<file path="src/rtl/apb_encoder.sv">
// Response-side RAH packer: turns one command plus its byte stream into a header frame
// followed by 6-byte continuation frames, written one 48-bit word at a time into the TX FIFO.
module apb_encoder #(
    parameter int RAH_PACKET_WIDTH = 48
) (
    input  logic                        clk,
    input  logic                        rst_n,
    input  logic                        cmd_valid,
    output logic                        cmd_ready,
    input  logic                        cmd_cfg_sel,
    input  logic [6:0]                  cmd_slv_id,
    input  logic [7:0]                  cmd_length,
    input  logic                        in_valid,
    output logic                        in_ready,
    input  logic [7:0]                  in_byte,
    input  logic                        f_full,
    output logic                        wr_en,
    output logic [RAH_PACKET_WIDTH-1:0] w_data,
    output logic                        busy
);

    typedef enum logic [1:0] {
        ST_IDLE,
        ST_HDR,
        ST_DATA,
        ST_PUSH
    } state_t;

    state_t                      r_state;
    state_t                      w_next_state;
    logic [RAH_PACKET_WIDTH-1:0] r_buf;
    logic [7:0]                  r_rem;
    logic [2:0]                  r_idx;
    logic [5:0]                  w_base;
    logic                        w_last_byte;

    // Header bytes start below the 16-bit command field; continuation bytes fill the whole word.
    assign w_base = (r_state == ST_HDR) ? (6'd31 - {r_idx, 3'b000})
                                        : (6'd47 - {r_idx, 3'b000});

    assign w_last_byte = (r_rem == 8'd1) ||
                         ((r_state == ST_HDR) ? (r_idx == 3'd3) : (r_idx == 3'd5));

    assign w_data = r_buf;

    // NOTE: sequential state uses non-blocking assignments so every flop samples pre-edge values.
    always_ff @(posedge clk) begin
        if (!rst_n) begin
            r_state <= ST_IDLE;
        end else begin
            r_state <= w_next_state;
        end
    end

    // NOTE: every output of this block gets a default first, so no path can infer a latch.
    always_comb begin
        w_next_state = r_state;
        cmd_ready    = 1'b0;
        in_ready     = 1'b0;
        wr_en        = 1'b0;
        busy         = 1'b1;
        case (r_state)
            ST_IDLE: begin
                busy      = 1'b0;
                cmd_ready = 1'b1;
                if (cmd_valid) begin
                    w_next_state = (cmd_length != 8'd0) ? ST_HDR : ST_PUSH;
                end
            end
            ST_HDR, ST_DATA: begin
                in_ready = 1'b1;
                if (in_valid && w_last_byte) begin
                    w_next_state = ST_PUSH;
                end
            end
            ST_PUSH: begin
                // The strobe is gated by the live full flag so a write is never lost to a full FIFO.
                if (!f_full) begin
                    wr_en        = 1'b1;
                    w_next_state = (r_rem != 8'd0) ? ST_DATA : ST_IDLE;
                end
            end
            default: w_next_state = ST_IDLE;
        endcase
    end

    always_ff @(posedge clk) begin
        if (!rst_n) begin
            r_buf <= '0;
            r_rem <= 8'd0;
            r_idx <= 3'd0;
        end else begin
            case (r_state)
                ST_IDLE: begin
                    if (cmd_valid) begin
                        r_buf <= {cmd_cfg_sel, cmd_slv_id, cmd_length, 32'h0000_0000};
                        r_rem <= cmd_length;
                        r_idx <= 3'd0;
                    end
                end
                ST_HDR, ST_DATA: begin
                    if (in_valid) begin
                        r_buf[w_base -: 8] <= in_byte;
                        r_rem              <= r_rem - 8'd1;
                        r_idx              <= r_idx + 3'd1;
                    end
                end
                ST_PUSH: begin
                    // Clearing on the write gives the next continuation frame its zero padding.
                    if (!f_full) begin
                        r_buf <= '0;
                        r_idx <= 3'd0;
                    end
                end
                default: ;
            endcase
        end
    end

endmodule

</file>
<file path="config.mk">
export PLATFORM = sky130hd
export DESIGN_NAME = apb_encoder
export DESIGN_NICKNAME = d
export VERILOG_FILES = /design/src/rtl/apb_encoder.sv
export SDC_FILE = /design/constraint.sdc
export NUM_CORES = 1
export LEC_CHECK = 0
export CORE_UTILIZATION = 44
export DETAILED_ROUTE_END_ITERATION = 12
export HOLD_SLACK_MARGIN = 0.15
export PLACE_DENSITY = 0.87
export REMOVE_ABC_BUFFERS = 1
export SLEW_MARGIN = 20
export SYNTH_ARGS = -nofsm -noshare
export SYNTH_HDL_FRONTEND = slang
export SYNTH_SLANG_ARGS = --single-unit
</file>
<file path="constraint.sdc">
create_clock -name clk -period 1.8 [get_ports clk]
set_input_delay 0.45 -clock clk [delete_from_list [all_inputs] [get_ports clk]]
set_output_delay 0.45 -clock clk [all_outputs]
set_load 0.01 [all_outputs]
</file>
Word-level counts from Yosys, hierarchy flattened
Cells that the tools add are included.
{"block": "totals", "register_bits": 61, "inputBits": 29, "output_inout_bits": 52, "word_cells": 56}
{"block": "op_classes", "n_addsub": 5, "eq_ne": 10, "shifts": 2, "muxes": 25, "reduce_logical": 10}
{"op": "two-way mux 48 bit", "count": 3}
{"op": "one-hot mux 48 bit (3 select lines)", "count": 1}
{"op": "variable shift 8 x 8 -> 55 bit, first input constant", "count": 1}
{"op": "indexed part select 8 x 8 -> 55 bit", "count": 1}
{"op": "bitwise mux 48 bit", "count": 1}
{"op": "two-way mux 8 bit", "count": 2}
{"op": "one-hot mux 8 bit (2 select lines)", "count": 1}
{"op": "nonzero test 8 bit", "count": 2}
{"op": "two-way mux 2 bit", "count": 5}
{"op": "two-way mux 3 bit", "count": 3}
{"op": "one-hot mux 3 bit (3 select lines)", "count": 1}
{"op": "AND reduction 3 bit", "count": 3}
{"op": "== test 8 x 1 -> 1 bit, second input constant", "count": 1}
{"op": "!= test 2 bit, second input constant", "count": 4}
{"op": "negation 6 -> 8 bit", "count": 1}
{"op": "subtractor 8 x 1 -> 8 bit, second input constant", "count": 1}
{"op": "two-way mux 1 bit", "count": 6}
{"op": "two-way mux 6 bit", "count": 1}
{"op": "one-hot mux 2 bit (3 select lines)", "count": 1}
{"op": "subtractor 5 x 6 -> 6 bit, first input constant", "count": 1}
{"op": "subtractor 6 bit, first input constant", "count": 1}
{"op": "== test 2 bit, second input constant", "count": 2}
{"op": "adder 3 x 1 -> 3 bit, second input constant", "count": 1}
{"op": "== test 3 x 2 -> 1 bit, second input constant", "count": 1}
{"op": "7 further kinds", "count": 7}

Longest topological paths before layout
Gate-level depths: netlist of run 1.
{"block": "depth", "word_depth": 7, "depth_mapped": 9, "ltp_nobuf": 6}

Least setup slack after synthesis of run 1
No wires, ideal clock.
{"block": "synth_timing", "path_kind": "flip-flop to flip-flop", "startpoint": "register r_state[0]", "endpoint": "register r_rem[6]", "setup_time_ps": 117, "arrival_time_ps": 1908, "required_ps": 1683, "slack_ps": -224, "stages_incl_launch_ff": 9, "path_buffers": 2, "synth_period_minus_slack_ps": 2024, "cell_sequence": "dfxtp_1 > inv_1 > ha_1 > buf_6 > nor2b_1 > or3_1 > buf_2 > a22o_1 > a22o_1"}
{"block": "synth_between", "elab_chain_cells": 4, "word_cells_on_any_way": 9}
{"element": "start, declared", "line": "29", "rtl": "state_t r_state;"}
{"element": "start signal, assigned", "line": "51", "rtl": "r_state <= w_next_state;"}
{"element": "== test 2 x 1 -> 1 bit or == test 2 bit (tied branches)", "line": "93", "rtl": "case (r_state)"}
{"element": "OR reduction 2 bit", "line": "93"}
{"element": "!= test 2 bit (no line) or nonzero test 2 bit (tied branches)"}
{"element": "AND reduction 3 bit (no line)"}
{"element": "end signal, assigned", "line": "97", "rtl": "r_rem <= cmd_length;"}
{"element": "end signal, assigned", "line": "104", "rtl": "r_rem <= r_rem - 8'd1;"}
{"element": "end, declared", "line": "32", "rtl": "logic [7:0] r_rem;"}
Parallel ways exist; a longest one is shown, timed or not.
A chain may end at the register's enable or synchronous reset.

Worst setup path after layout of run 1
{"block": "layout_timing", "startpoint": "register r_state[1]", "endpoint": "register r_buf[6], in the netlist w_data[6]"}
{"block": "layout_between", "elab_chain_cells": 7, "word_cells_on_any_way": 16}
{"element": "== test 2 x 1 -> 1 bit", "line": "38, 93"}
{"element": "two-way mux 6 bit", "line": "38", "rtl": "assign w_base = (r_state == ST_HDR) ? (6'd31 - {r_idx, 3'b000})"}
{"element": "negation 6 -> 8 bit", "line": "103", "rtl": "r_buf[w_base -: 8] <= in_byte;"}
{"element": "indexed part select 8 x 8 -> 55 bit or variable shift 8 x 8 -> 55 bit (tied branches)", "line": "103"}
{"element": "bitwise mux 48 bit", "line": "103"}
{"element": "two-way mux 48 bit", "line": "102", "rtl": "if (in_valid) begin"}
{"element": "one-hot mux 48 bit (3 select lines)", "line": "93"}
{"element": "end signal, assigned", "line": "96", "rtl": "r_buf <= {cmd_cfg_sel, cmd_slv_id, cmd_length, 32'h0000_0000};"}
{"element": "end signal, assigned by index", "line": "103"}
{"element": "end, declared", "line": "31", "rtl": "logic [RAH_PACKET_WIDTH-1:0] r_buf;"}
Parallel ways exist; a longest one is shown, timed or not. The select of a mux whose other input is x is not followed.

==> parameters.txt, run 1 <==
Parameter                              Value

Logic synthesis
  Post-synth top flop ... dfxtp_1
  Cell types occupying the most area after synthesis ... dfxtp_1, a21oi_1, nand4_1, o31ai_1, nand2_1
  #FFs+latches synth ... 61
  Post-synthesis instance area ... 3058 sq um
  Asr flop ratio synth ... 0%
  Simple-gate share of the synthesized area ... 18.74%
  Dominant combinational cell family by area after synthesis ... compound AO/OA/AOI/OAI gates
  Adder-cell area share of the yosys netlist ... 2.864%
  Multiplexer fraction of the synthesized cell area ... 0.9820%
  Post-synthesis xor/xnor area fraction ... 0.5728%
  Portion of synthesized cell area occupied by the leading cell type ... 39.93%
  Instance count of the mapped netlist ... 340
  Compound-Gate Fraction of Synth Area ... 28.81%
  Number of synthesized flops with an enable pin ... 0
  Yosys Warn Count ... 0
  Yosys top cell by area ... dfxtp_1
  Post-synthesis area per instance ... 8.994 sq um
  Proportion of synthesized chip area in sequential cells ... 39.93%
  Post-synth cell types ... 56

Floorplanning
  Core outline area ... 6756 sq um
  Width of the die ... 85.37 microns
  Effective utilization at floorplan ... 45.26%
  Number of top-level pins ... 81
  Die area ... 7287 sq um
  # rows ... 30
  Chip Height ... 85.37 microns

Timing
  Final-report setup violation count ... 1
  Worst Slack Setup Final ... -0.01017 ns
  Hold_ws ... 0.4718 ns
  Largest clock skew in the final design ... 0.007800 ns
  Final Hold Violating Endpoints ... 0
  Slew @ Worst Pin ... 0.5804 ns
  Final slew viol count ... 0
  Unrepaired setup endpoints after global routing ... true
  Tcrit/Tclk final ... 100.6%
  Highest achievable clock rate ... 552.4 MHz
  Headroom to the max-slew limit ... 60.99%
  Final critical path time including I/O delays and setup ... 1.810 ns

Run status
  Violated checks ... setup timing
  Status ... finished, violations left

CTS
  Source-to-sink clock delay at the later pin of the worst-skew pair ... 0.34 ns
  Clock-pin slew of the registers on the worst-case setup and hold paths ... 0.07 ns
  Maximum level of the CTS H-tree ... 3
  Number of buffers added by the clock tree synthesis step ... 9
  Clock sink count ... 61
  CTS Hold Bufs ... 0
  Buffer levels on the longest clock path ... 2
  Cell chosen for the clock root ... clkbuf_8
  Clock tree from TritonCTS ... done

Worst setup path
  Critical Path Source ... r_state[1]$_SDFFE_PN0P_
  Highest net fanout along the worst path ... 8
  Worst setup path endpoint ... w_data[6]$_SDFFE_PN0P_
  Critical path data arrival time ... 2.07 ns
  Critical path class ... flop to flop
  Type of origin of the critical path ... flop
  Critical path endpoint category ... flop
  Endpoint of the worst-slack reg-to-reg timing path ... w_data[6]$_SDFFE_PN0P_
  Depth of the worst register-to-register path ... 6
  Reg2Reg Setup Slack ... -0.01 ns
  Data required, critical path ... 2.06 ns
  Startpoint of the worst-slack reg-to-reg timing path ... r_state[1]$_SDFFE_PN0P_

Detailed routing
  Drc violations ... 0
  Number of nets with antenna violations after detailed routing ... 0
  Number of DRC markers after the initial detailed-route iteration ... 347
  Routed vias/inst ... 6.342
  Via total after detailed routing ... 3,412
  Average wire length per cell after detail routing ... 18.52 microns
  Aggregate routed wire length ... 9.966 mm
  Pre-antenna DRT Iters ... 5

Placed design
  Half-perimeter wire length after placement ... 6.633 mm
  Routability congestion estimate ... 0.8645
  Placed Instance Area ... 4168 sq um
  Pre-CTS setup slack ... -0.3456 ns
  Count of buffers from port buffering ... 80

Global routing
  Number of global-route vias before repair ... 3,121
  Pin count of the biggest net entering global routing ... 27
  Overall fraction of global-route tracks in use ... 27.21%
  Total overflow reported by the global router ... 0
  First-pass GRT wire length ... 15.65 mm
  Antenna violations before repair ... 0

Layout
  Layout net count ... 490
  Count of inserted antenna diode cells ... 0
  Area taken by multi-input logic gates ... 1718 sq um
  Post-route cell area ... 4539 sq um
  Relative area change from synthesis to final layout ... 48.45%
  FILL cells ... 524
  Layout cells sized above 1 ... 23.14%
  Area used by sequential logic in the layout ... 1224 sq um

Power
  Power density normalized to cell area ... 1469 nW/um^2
  Leakage power of the design ... 0.001618 uW
  Max rail drop VDD ... 0.9537 mV

Job
  Max Cap Viol ... 0

Min path
  Worst min-delay path category ... flop to flop
-- worst min path at each step --
| stage | from | to | slack, ns | cells after the start |
|---|---|---|---|---|
| after CTS | w_data[46]$_SDFFE_PN0P_ | w_data[46]$_SDFFE_PN0P_ | 0.47 | 2 |
| after global routing | w_data[46]$_SDFFE_PN0P_ | w_data[46]$_SDFFE_PN0P_ | 0.50 | 2 |
| after global placement | w_data[46]$_SDFFE_PN0P_ | w_data[46]$_SDFFE_PN0P_ | 0.45 | 2 |
| final | w_data[26]$_SDFFE_PN0P_ | w_data[26]$_SDFFE_PN0P_ | 0.47 | 2 |
| after detailed placement | w_data[39]$_SDFFE_PN0P_ | w_data[39]$_SDFFE_PN0P_ | 0.46 | 2 |
| after floorplan | r_rem[7]$_SDFFE_PN0P_ | r_rem[7]$_SDFFE_PN0P_ | 0.45 | 2 |
-- registers in the layout, indices dropped and copies added (netlist names) --
name,cells
r_idx,3
w_data,48
r_state,2
r_rem,8
-- synthesized netlist by cell type (6+ instances only) --
| master | n |
|---|---|
| a21oi_1 | 35 |
| a22oi_1 | 8 |
| a32o_1 | 8 |
| a32oi_1 | 9 |
| clkbuf_1 | 11 |
| clkbuf_8 | 6 |
| dfxtp_1 | 61 |
| ha_1 | 7 |
| inv_1 | 8 |
| nand2_1 | 30 |
| nand4_1 | 26 |
| nor2_1 | 9 |
| o21ai_0 | 12 |
| o22ai_1 | 18 |
| o31ai_1 | 16 |
-- per-stage QoR --
| stage | std cells | total power, uW | util [%] | setup TNS [ns] |
|---|---|---|---|---|
| finish | 538 | 6669 | 67.19 | -0.01017 |
| global route | 538 | 7021 | 67.19 | -0.2441 |
| CTS | 535 | 6426 | 65.67 | 0 |
| detailed placement | 520 | 5038 | 61.69 | -13.76 |
| global placement | 520 | 4949 | 61.69 | -9.624 |
| floorplan | 312 | 3439 | - | -31.85 |
-- cells by family after synthesis --
group	Yosys count
AOI/OAI and AO/OA	127
xor gates and xnor gates	2
adders and majority gates	7
buffers and inverters	37
DFF	61
muxes	3
and+or+nand+nor	103
-- report_power, final --
part	switching, uW	leakage, uW	internal, uW
clock	548	0.000101	770
sequential	227	0.000497	1590
combinational	1910	0.00102	1630
-- worst max-delay path: stages, from the launching register on --
cell and delay [ns]:
dfxtp_2 0.34, inv_2 0.05, ha_2 0.19, or3b_4 0.40, a21oi_2 0.37, nand4_1 0.17, a21oi_1 0.20
-- layout by cell type (no fill, tap or decap), types with 3 or more instances in the layout --
cell type        Yosys  final
a21oi_1             35     34
a21oi_2              2      3
a22oi_1              8      8
a32o_1               8      8
a32oi_1              9      9
buf_12               0      4
buf_4                4     41
buf_6                4      4
clkbuf_8             6      9
clkdlybuf4s50_1      0     76
dfxtp_1             61     59
ha_1                 7      4
inv_1                8      6
inv_2                1      3
mux2i_1              3      3
nand2_1             30     30
nand2b_1             4      3
nand3_1              5      5
nand3b_1             3      3
nand4_1             26     26
nor2_1               9      9
nor2b_1              4      3
nor3_1               5      4
o21ai_0             12     11
o221ai_1             3      3
o22ai_1             18     17
o31ai_1             16     10
o31ai_2              0      6
-- per-layer routing --
metal / up-vias / global-route usage, % / part of all wire [%] / routed length [microns]
met3: 34 / 7.198 / 9.0 / 894
met5: - / 0 / 0 / 0
met2: 210 / 43.11 / 47 / 4668
li1: 1543 / - / - / -
met1: 1625 / 35.47 / 41 / 4079
met4: 0 / 10.76 / 3.3 / 324
-- area by class of cell --
class / instances / share of cell area [%]
clock buffer: 9 / 2.729
clock inverter: 6 / 1.957
inverter: 9 / 0.7442
multi-input combinational: 242 / 37.84
sequential: 61 / 26.96
tap: 80 / 2.205
timing repair buffer: 131 / 27.56
-- repair_timing --
action / CTS / global route
resized for setup: 22 / 25
endpoints found under the hold margin: 0 / 0
pin swaps: 1 / 8
endpoints found under the setup margin: 56 / 57
setup buffers: 0 / 4
Note: power is estimated with default switching activity, not from simulation.
==> run 2, diff against run 1 <==
--- a/config.mk
+++ b/config.mk
@@ -5,6 +5,7 @@
 export SDC_FILE = /design/constraint.sdc
 export NUM_CORES = 1
 export LEC_CHECK = 0
+export CORE_ASPECT_RATIO = 0.9
 export CORE_UTILIZATION = 44
 export DETAILED_ROUTE_END_ITERATION = 12
 export HOLD_SLACK_MARGIN = 0.15
==> run 2 against run 1 <==
  * The flow now finishes without violations
  * Die area is essentially flat
  * Clock skew is 0.0020 ns lower
  * Combinational power rose by 1%
  * Power fell by 0.90%
  * Sequential share of layout area fell by 0.096 points
  * Final cell count up 1.9%
  * Sequential power is essentially flat
  * Non-clock buffer count shrank 1
  * Via count shrank 3.0%
  * Hold slack lost 0.0094 ns
  * Fmax up 2.1%
  * First-iteration DRC count down 40%
  * Critical path type unchanged
  * Largest power group unchanged
==> parameters.txt, run 2 (synthesized netlist as in run 1, its figures left out) <==
Parameter                              Value

Min path
  Hold Crit Endpoint ... w_data[46]$_SDFFE_PN0P_
  Worst min-delay path category ... flop to flop
  Min-Delay Path Depth ... 2 (unchanged)
  Hold Startpoint ... w_data[46]$_SDFFE_PN0P_

CTS
  Number of buffers added by the clock tree synthesis step ... 9 (unchanged)
  Clock tree from TritonCTS ... done
  CTS Hold Bufs ... 0 (unchanged)
  Cell chosen for the clock root ... clkbuf_8
  Clock sink count ... 61 (unchanged)
  Buffer levels on the longest clock path ... 2 (unchanged)
  Source-to-sink clock delay at the later pin of the worst-skew pair ... 0.35 ns (about the same)
  Maximum level of the CTS H-tree ... 3 (unchanged)
  Clock-pin slew of the registers on the worst-case setup and hold paths ... 0.07 ns (about the same)

Layout
  Relative area change from synthesis to final layout ... 48.98%
  Count of inserted antenna diode cells ... 0 (unchanged)
  Largest register FFs ... 48 (unchanged)
  Layout cells sized above 1 ... 23.14% (unchanged)
  FILL cells ... 527 (+0.57%)
  Most frequent cells in the layout ... clkdlybuf4s50_1, dfxtp_1, buf_4, a21oi_1, nand2_1
  Most common library cell in the layout ignoring fill and taps ... clkdlybuf4s50_1
  Layout net count ... 489 (-0.20%)

Detailed routing
  Drc violations ... 0 (unchanged)
  Via total after detailed routing ... 3,308 (-3.0%)
  Aggregate routed wire length ... 9.940 mm (-0.26%)
  Average wire length per cell after detail routing ... 18.14 microns (-2.1%)
  Routed vias/inst ... 6.036 (-4.8%)
  Number of nets with antenna violations after detailed routing ... 0 (unchanged)
  Pre-antenna DRT Iters ... 4 (-1)
  Number of DRC markers after the initial detailed-route iteration ... 209 (-40%)

Worst setup path
  Startpoint of the worst-slack reg-to-reg timing path ... r_state[1]$_SDFFE_PN0P_
  Critical path endpoint category ... flop
  Top cell family by delay on the critical path ... compound AO/OA/AOI/OAI gates
  Type of origin of the critical path ... flop
  Crit path max-delay cell type ... or3_4
  Depth of the worst register-to-register path ... 8 (+2)
  Critical path class ... flop to flop
  Critical path data arrival time ... 2.04 ns (-0.03 ns)
  Highest net fanout along the worst path ... 8 (unchanged)
  Delay of the slowest cell on the worst path ... 0.37 ns (-0.03 ns)
  Data required, critical path ... 2.07 ns (about the same)
  Endpoint of the worst-slack reg-to-reg timing path ... w_data[44]$_SDFFE_PN0P_
  Ordered cell list for the critical path ... inv_2 > buf_6 > ha_4 > or3_4 > a211oi_4 > buf_6 > a22oi_2 > o22ai_1
  Library cell appearing most often on the critical path ... buf_6
  Reg2Reg Setup Slack ... 0.03 ns (+0.04 ns)
  Worst path bufs/invs ... 3 (+2)

Timing
  Largest clock skew in the final design ... 0.005825 ns (-0.001975 ns)
  Tcrit/Tclk final ... 98.47% (-2.1 points)
  Final slew viol count ... 0 (unchanged)
  Slew @ Worst Pin ... 0.4320 ns (-0.1484 ns)
  Headroom to the max-slew limit ... 70.96% (+10 points)
  Worst Slack Setup Final ... 0.02758 ns (+0.03775 ns)
  Final critical path time including I/O delays and setup ... 1.772 ns (-0.03775 ns)
  Final Hold Violating Endpoints ... 0 (unchanged)
  Hold_ws ... 0.4624 ns (-0.009432 ns)
  Unrepaired setup endpoints after global routing ... true
  Final-report setup violation count ... 0 (-1)
  Highest achievable clock rate ... 564.2 MHz (+2.1%)

Global routing
  Number of global-route vias before repair ... 3,130 (+0.29%)
  Pin count of the biggest net entering global routing ... 25 (-7.4%)
  First-pass GRT wire length ... 15.37 mm (-1.8%)
  Total overflow reported by the global router ... 0 (unchanged)
  Overall fraction of global-route tracks in use ... 26.87% (-0.34 points)
  Antenna violations before repair ... 0 (unchanged)

Floorplanning
  # rows ... 28 (-6.7%)
  Width of the die ... 89.88 microns (+5.3%)
  Chip Height ... 81.09 microns (-5.0%)
  Number of top-level pins ... 81 (unchanged)
  Die area ... 7288 sq um (about the same)
  Core outline area ... 6656 sq um (-1.5%)
  Effective utilization at floorplan ... 45.94% (+0.68 points)

Placed design
  Routability congestion estimate ... 0.9297 (+7.5%)
  Half-perimeter wire length after placement ... 6.593 mm (-0.60%)
  Count of buffers from port buffering ... 80 (unchanged)
  Pre-CTS setup slack ... -0.3008 ns (+0.04482 ns)

Run status
  Status ... finished, final reports clean

Power
  Power density normalized to cell area ... 1451 nW/um^2 (-1.3%)
  Overall Power ... 6608 uW (-0.90%)
  Leakage power of the design ... 0.001603 uW (-0.89%)
  Max rail drop VDD ... 0.7952 mV (-17%)

Job
  Max Cap Viol ... 0 (unchanged)
## run 2: cell count changes in the layout (fill, tap and decap cells not counted), sizes merged
cell	change
clkinvlp	-1
dlygate4sd2	+1
bufinv	-1
clkbuf	+3
clkdlybuf4s15	-1
buf	-1
## run 2: metal layers
metal | wire, microns | up-vias | GRT usage (%)
li1 | - | 1552 | -
met1 | 4263 | 1592 | 33.62
met2 | 4808 | 148 | 44.31
met3 | 665 | 16 | 7.772
met4 | 202 | 0 | 10.48
met5 | 0 | - | 0
## run 2: where the power goes
group | internal [uW] | switching [uW]
clock | 673 | 544
combinational | 1650 | 1940
sequential | 1590 | 218
## run 2: worst max-delay path by stage
stage / start / endpoint / depth (start not counted)
after floorplan: r_state[0]$_SDFFE_PN0P_ / w_data[32]$_SDFFE_PN0P_ / 6
after global placement: cmd_valid / w_data[23]$_SDFFE_PN0P_ / 6
after detailed placement: cmd_valid / w_data[6]$_SDFFE_PN0P_ / 6
after CTS: r_state[0]$_SDFFE_PN0P_ / in_ready / 3
after global routing: r_state[1]$_SDFFE_PN0P_ / w_data[47]$_SDFFE_PN0P_ / 8
final: r_state[1]$_SDFFE_PN0P_ / w_data[44]$_SDFFE_PN0P_ / 8
## run 2: through the flow
| step | utilization (%) | instances | instance area (sq um) | TNS [ns] |
|---|---|---|---|---|
| after global routing | 68.44 | 548 | 4556 | -0.8589 |
| after floorplan | - | 312 | 2844 | -31.85 |
| after detailed placement | 62.42 | 530 | 4155 | -13.83 |
| final | 68.44 | 548 | 4556 | 0 |
| after global placement | 62.42 | 530 | 4155 | -10.86 |
| after CTS | 66.39 | 546 | 4419 | 0 |
## run 2: worst register-to-register path: stages (launching register included)
cell      delay, ns
dfxtp_2        0.34
inv_2          0.06
buf_6          0.11
ha_4           0.17
or3_4          0.37
a211oi_4       0.24
buf_6          0.17
a22oi_2        0.06
o22ai_1        0.18
## run 2: layout make-up
class / count / area [sq um] / share of cell area [%]
well taps: 90 / 112.6 / 2.472
clock buffers: 12 / 145.1 / 3.186
flip-flops and latches: 61 / 1224 / 26.86
repair buffers: 130 / 1242 / 27.27
multi-input cells: 242 / 1750 / 38.42
inverters: 9 / 33.78 / 0.7416
clock inverters: 4 / 47.55 / 1.044
## run 2: timing repair
action | CTS | global route
setup endpoints to repair | 62 | 54
buffers inserted | 0 | 1
resized for setup | 22 | 25
gates cloned | 0 | 1
pin swaps | 4 | 10
==> run 3, diff against run 2 <==
--- a/config.mk
+++ b/config.mk
@@ -15,3 +15,4 @@
 export SYNTH_ARGS = -nofsm -noshare
 export SYNTH_HDL_FRONTEND = slang
 export SYNTH_SLANG_ARGS = --single-unit
+export TNS_END_PERCENT = 1
==> run 3 against run 2 <==
  * The run now ends with setup timing left
  * Sequential cell count stayed put
  * Critical endpoint is now r_state[1]$_SDFFE_PN0P_
  * Largest power group unchanged
  * Routed wire length is 2.3% lower
  * Sequential share of layout area is 0.41 points higher
  * Critical path type unchanged
==> parameters.txt, run 3 (synthesized netlist as in run 1, its figures left out) <==
Parameter                              Value

CTS
  Clock tree from TritonCTS ... done
  Buffer levels on the longest clock path ... 2 (unchanged)
  Post-CTS setup-driven buffer insertion count ... 0 (unchanged)
  CTS Hold Bufs ... 0 (unchanged)
  Source-to-sink clock delay at the later pin of the worst-skew pair ... 0.35 ns (about the same)
  Maximum level of the CTS H-tree ... 3 (unchanged)
  Cell chosen for the clock root ... clkbuf_8
  Clock-pin slew of the registers on the worst-case setup and hold paths ... 0.06 ns (about the same)
  Number of buffers added by the clock tree synthesis step ... 9 (unchanged)
  Clock sink count ... 61 (unchanged)

Worst setup path
  Type of origin of the critical path ... flop
  Critical path endpoint category ... flop
  Ordered cell list for the critical path ... buf_4 > nor4bb_1 > nor2_1 > a21oi_2 > mux2i_1
  Critical path data arrival time ... 2.14 ns (+0.10 ns)
  Number of cells on the critical path ... 5 (-3)
  Reg2Reg Setup Slack ... -0.07 ns (-0.10 ns)
  Critical Path Source ... r_idx[2]$_SDFFE_PN0P_
  Highest net fanout along the worst path ... 7 (-1)
  Startpoint of the worst-slack reg-to-reg timing path ... r_idx[2]$_SDFFE_PN0P_
  Crit path max-delay cell type ... dfxtp_1
  Critical path class ... flop to flop
  Data required, critical path ... 2.07 ns (about the same)
  Depth of the worst register-to-register path ... 5 (-3)
  Worst setup path endpoint ... r_state[1]$_SDFFE_PN0P_
  Top cell family by delay on the critical path ... simple AND/OR/NAND/NOR gates
  Delay of the slowest cell on the worst path ... 0.51 ns (+0.14 ns)
  Worst path bufs/invs ... 1 (-2)
  Endpoint of the worst-slack reg-to-reg timing path ... r_state[1]$_SDFFE_PN0P_

Min path
  Worst min-delay path category ... flop to flop
  Hold Startpoint ... w_data[46]$_SDFFE_PN0P_

Floorplanning
  Die area ... 7288 sq um (unchanged)
  Core outline area ... 6656 sq um (unchanged)
  # rows ... 28 (unchanged)
  Effective utilization at floorplan ... 45.94% (unchanged)
  Number of top-level pins ... 81 (unchanged)
  Width of the die ... 89.88 microns (unchanged)
  Chip Height ... 81.09 microns (unchanged)

Power
  Switching part of the total ... 40.69% (-0.18 points)
  Combinational Power Share ... 53.5% (-0.8 points)
  Switching power summed over all nets ... 2635 uW (-2.5%)
  Max rail drop VDD ... 0.7926 mV (-0.32%)
  Leakage power of the design ... 0.001580 uW (-1.4%)
  Clock network fraction of design power ... 18.8% (+0.4 points)
  Power density normalized to cell area ... 1445 nW/um^2 (-0.41%)
  Relative contribution of sequential cells to total power ... 27.8% (+0.5 points)
  Internal Power ... 3840 uW (-1.7%)

Layout
  Count of inserted antenna diode cells ... 0 (unchanged)
  Layout net count ... 487 (-0.41%)
  Most common library cell in the layout ignoring fill and taps ... clkdlybuf4s50_1
  Area used by sequential logic in the layout ... 1222 sq um (-0.10%)
  Layout cells sized above 1 ... 21.93% (-1.2 points)
  Most frequent cells in the layout ... clkdlybuf4s50_1, dfxtp_1, buf_4, a21oi_1, nand2_1
  Relative area change from synthesis to final layout ... 46.56%
  Area taken by multi-input logic gates ... 1709 sq um (-2.4%)
  Util after Layout ... 67.33% (-1.1 points)
  Largest register FFs ... 48 (unchanged)
  FILL cells ... 532 (+0.95%)

Run status
  Status ... finished, violations left
  Violated checks ... setup timing

Timing
  Worst Slack Setup Final ... -0.07448 ns (-0.1021 ns)
  Headroom to the max-slew limit ... 68.71% (-2.3 points)
  Final critical path time including I/O delays and setup ... 1.874 ns (+0.1021 ns)
  Largest clock skew in the final design ... 0.007193 ns (+0.001368 ns)
  Final Hold Violating Endpoints ... 0 (unchanged)
  Final-report setup violation count ... 11 (+11)
  Unrepaired setup endpoints after global routing ... true
  Tcrit/Tclk final ... 104.1% (+5.7 points)
  Highest achievable clock rate ... 533.5 MHz (-5.4%)
  Slew @ Worst Pin ... 0.4630 ns (+0.03108 ns)
  Setup TNS ... -0.1769 ns (-0.1769 ns)
  Final slew viol count ... 0 (unchanged)

Detailed routing
  Average wire length per cell after detail routing ... 17.78 microns (-2.0%)
  Aggregate routed wire length ... 9.707 mm (-2.3%)
  Pre-antenna DRT Iters ... 5 (+1)
  Via total after detailed routing ... 3,264 (-1.3%)
  Number of DRC markers after the initial detailed-route iteration ... 243 (+16%)
  Number of nets with antenna violations after detailed routing ... 0 (unchanged)
  Routed vias/inst ... 5.978 (-0.97%)
  Drc violations ... 0 (unchanged)

Global routing
  Pin count of the biggest net entering global routing ... 25 (unchanged)
  First-pass GRT wire length ... 15.27 mm (-0.63%)
  Overall fraction of global-route tracks in use ... 26.73% (-0.14 points)
  Total overflow reported by the global router ... 0 (unchanged)
  Antenna violations before repair ... 0 (unchanged)
  Number of global-route vias before repair ... 3,102 (-0.89%)

Placed design
  Routability congestion estimate ... 0.9297 (unchanged)
  Count of buffers from port buffering ... 80 (unchanged)
  Half-perimeter wire length after placement ... 6.593 mm (unchanged)

Job
  Max Cap Viol ... 0 (unchanged)
## run 3: cell count changes in the layout (fill, tap and decap cells not counted), sizes merged
| cell | before | now |
|---|---|---|
| buf | 50 | 48 |
## run 3: cell type report
type	count	share of cell area, %
clock inverters	4	1.061
well taps	90	2.513
multi-input cells	242	38.14
repair buffers	128	27.02
inverters	9	0.7538
flip-flops and latches	61	27.28
clock buffers	12	3.238
## run 3: how the worst min path moves through the flow
stage,to,slack (ns),cells past startpoint
after CTS,w_data[46]$_SDFFE_PN0P_,0.46,2
final,w_data[46]$_SDFFE_PN0P_,0.46,2
after global placement,w_data[46]$_SDFFE_PN0P_,0.45,2
after floorplan,r_rem[7]$_SDFFE_PN0P_,0.45,2
after global routing,w_data[39]$_SDFFE_PN0P_,0.50,2
after detailed placement,w_data[46]$_SDFFE_PN0P_,0.45,2
## run 3: per-stage QoR
stage / setup slack [ns] / std cells / hold slack (ns) / cell area, sq um / total power (uW)
floorplan: -0.7372 / 312 / 0.4467 / 2844 / 3439
global placement: -0.2164 / 530 / 0.4480 / 4155 / 4893
detailed placement: -0.3008 / 530 / 0.4519 / 4155 / 4995
CTS: -0.06158 / 546 / 0.4607 / 4379 / 6260
global route: -0.1425 / 546 / 0.4957 / 4482 / 6861
finish: -0.07448 / 546 / 0.4618 / 4482 / 6474
## run 3: layer usage
layer | part of all wire, % | GRT usage (%)
met5 | 0 | 0
met4 | 1.7 | 9.839
met3 | 6.5 | 7.678
met2 | 49 | 44.92
met1 | 43 | 33.05
## run 3: power groups by stage
stage / registers (uW) / clock network, uW / logic [uW]
4_1_cts: 1790 / 1220 / 3260
5_1_grt: 1820 / 1300 / 3740
6_report: 1800 / 1210 / 3460
3_5_place_dp: 1810 / 0 / 3190
2_1_floorplan: 1860 / 0 / 1580
3_3_place_gp: 1800 / 0 / 3090
## run 3: what timing repair did
action | in CTS | in global routing
endpoints found under the setup margin | 62 | 60
pin swaps | 0 | 7
resized for setup | 16 | 24
## run 3: tightest hold or removal path, cell delays in order (launching register included)
cell and delay [ns]:
dfxtp_1 0.31, nand2_1 0.05, o22ai_1 0.05
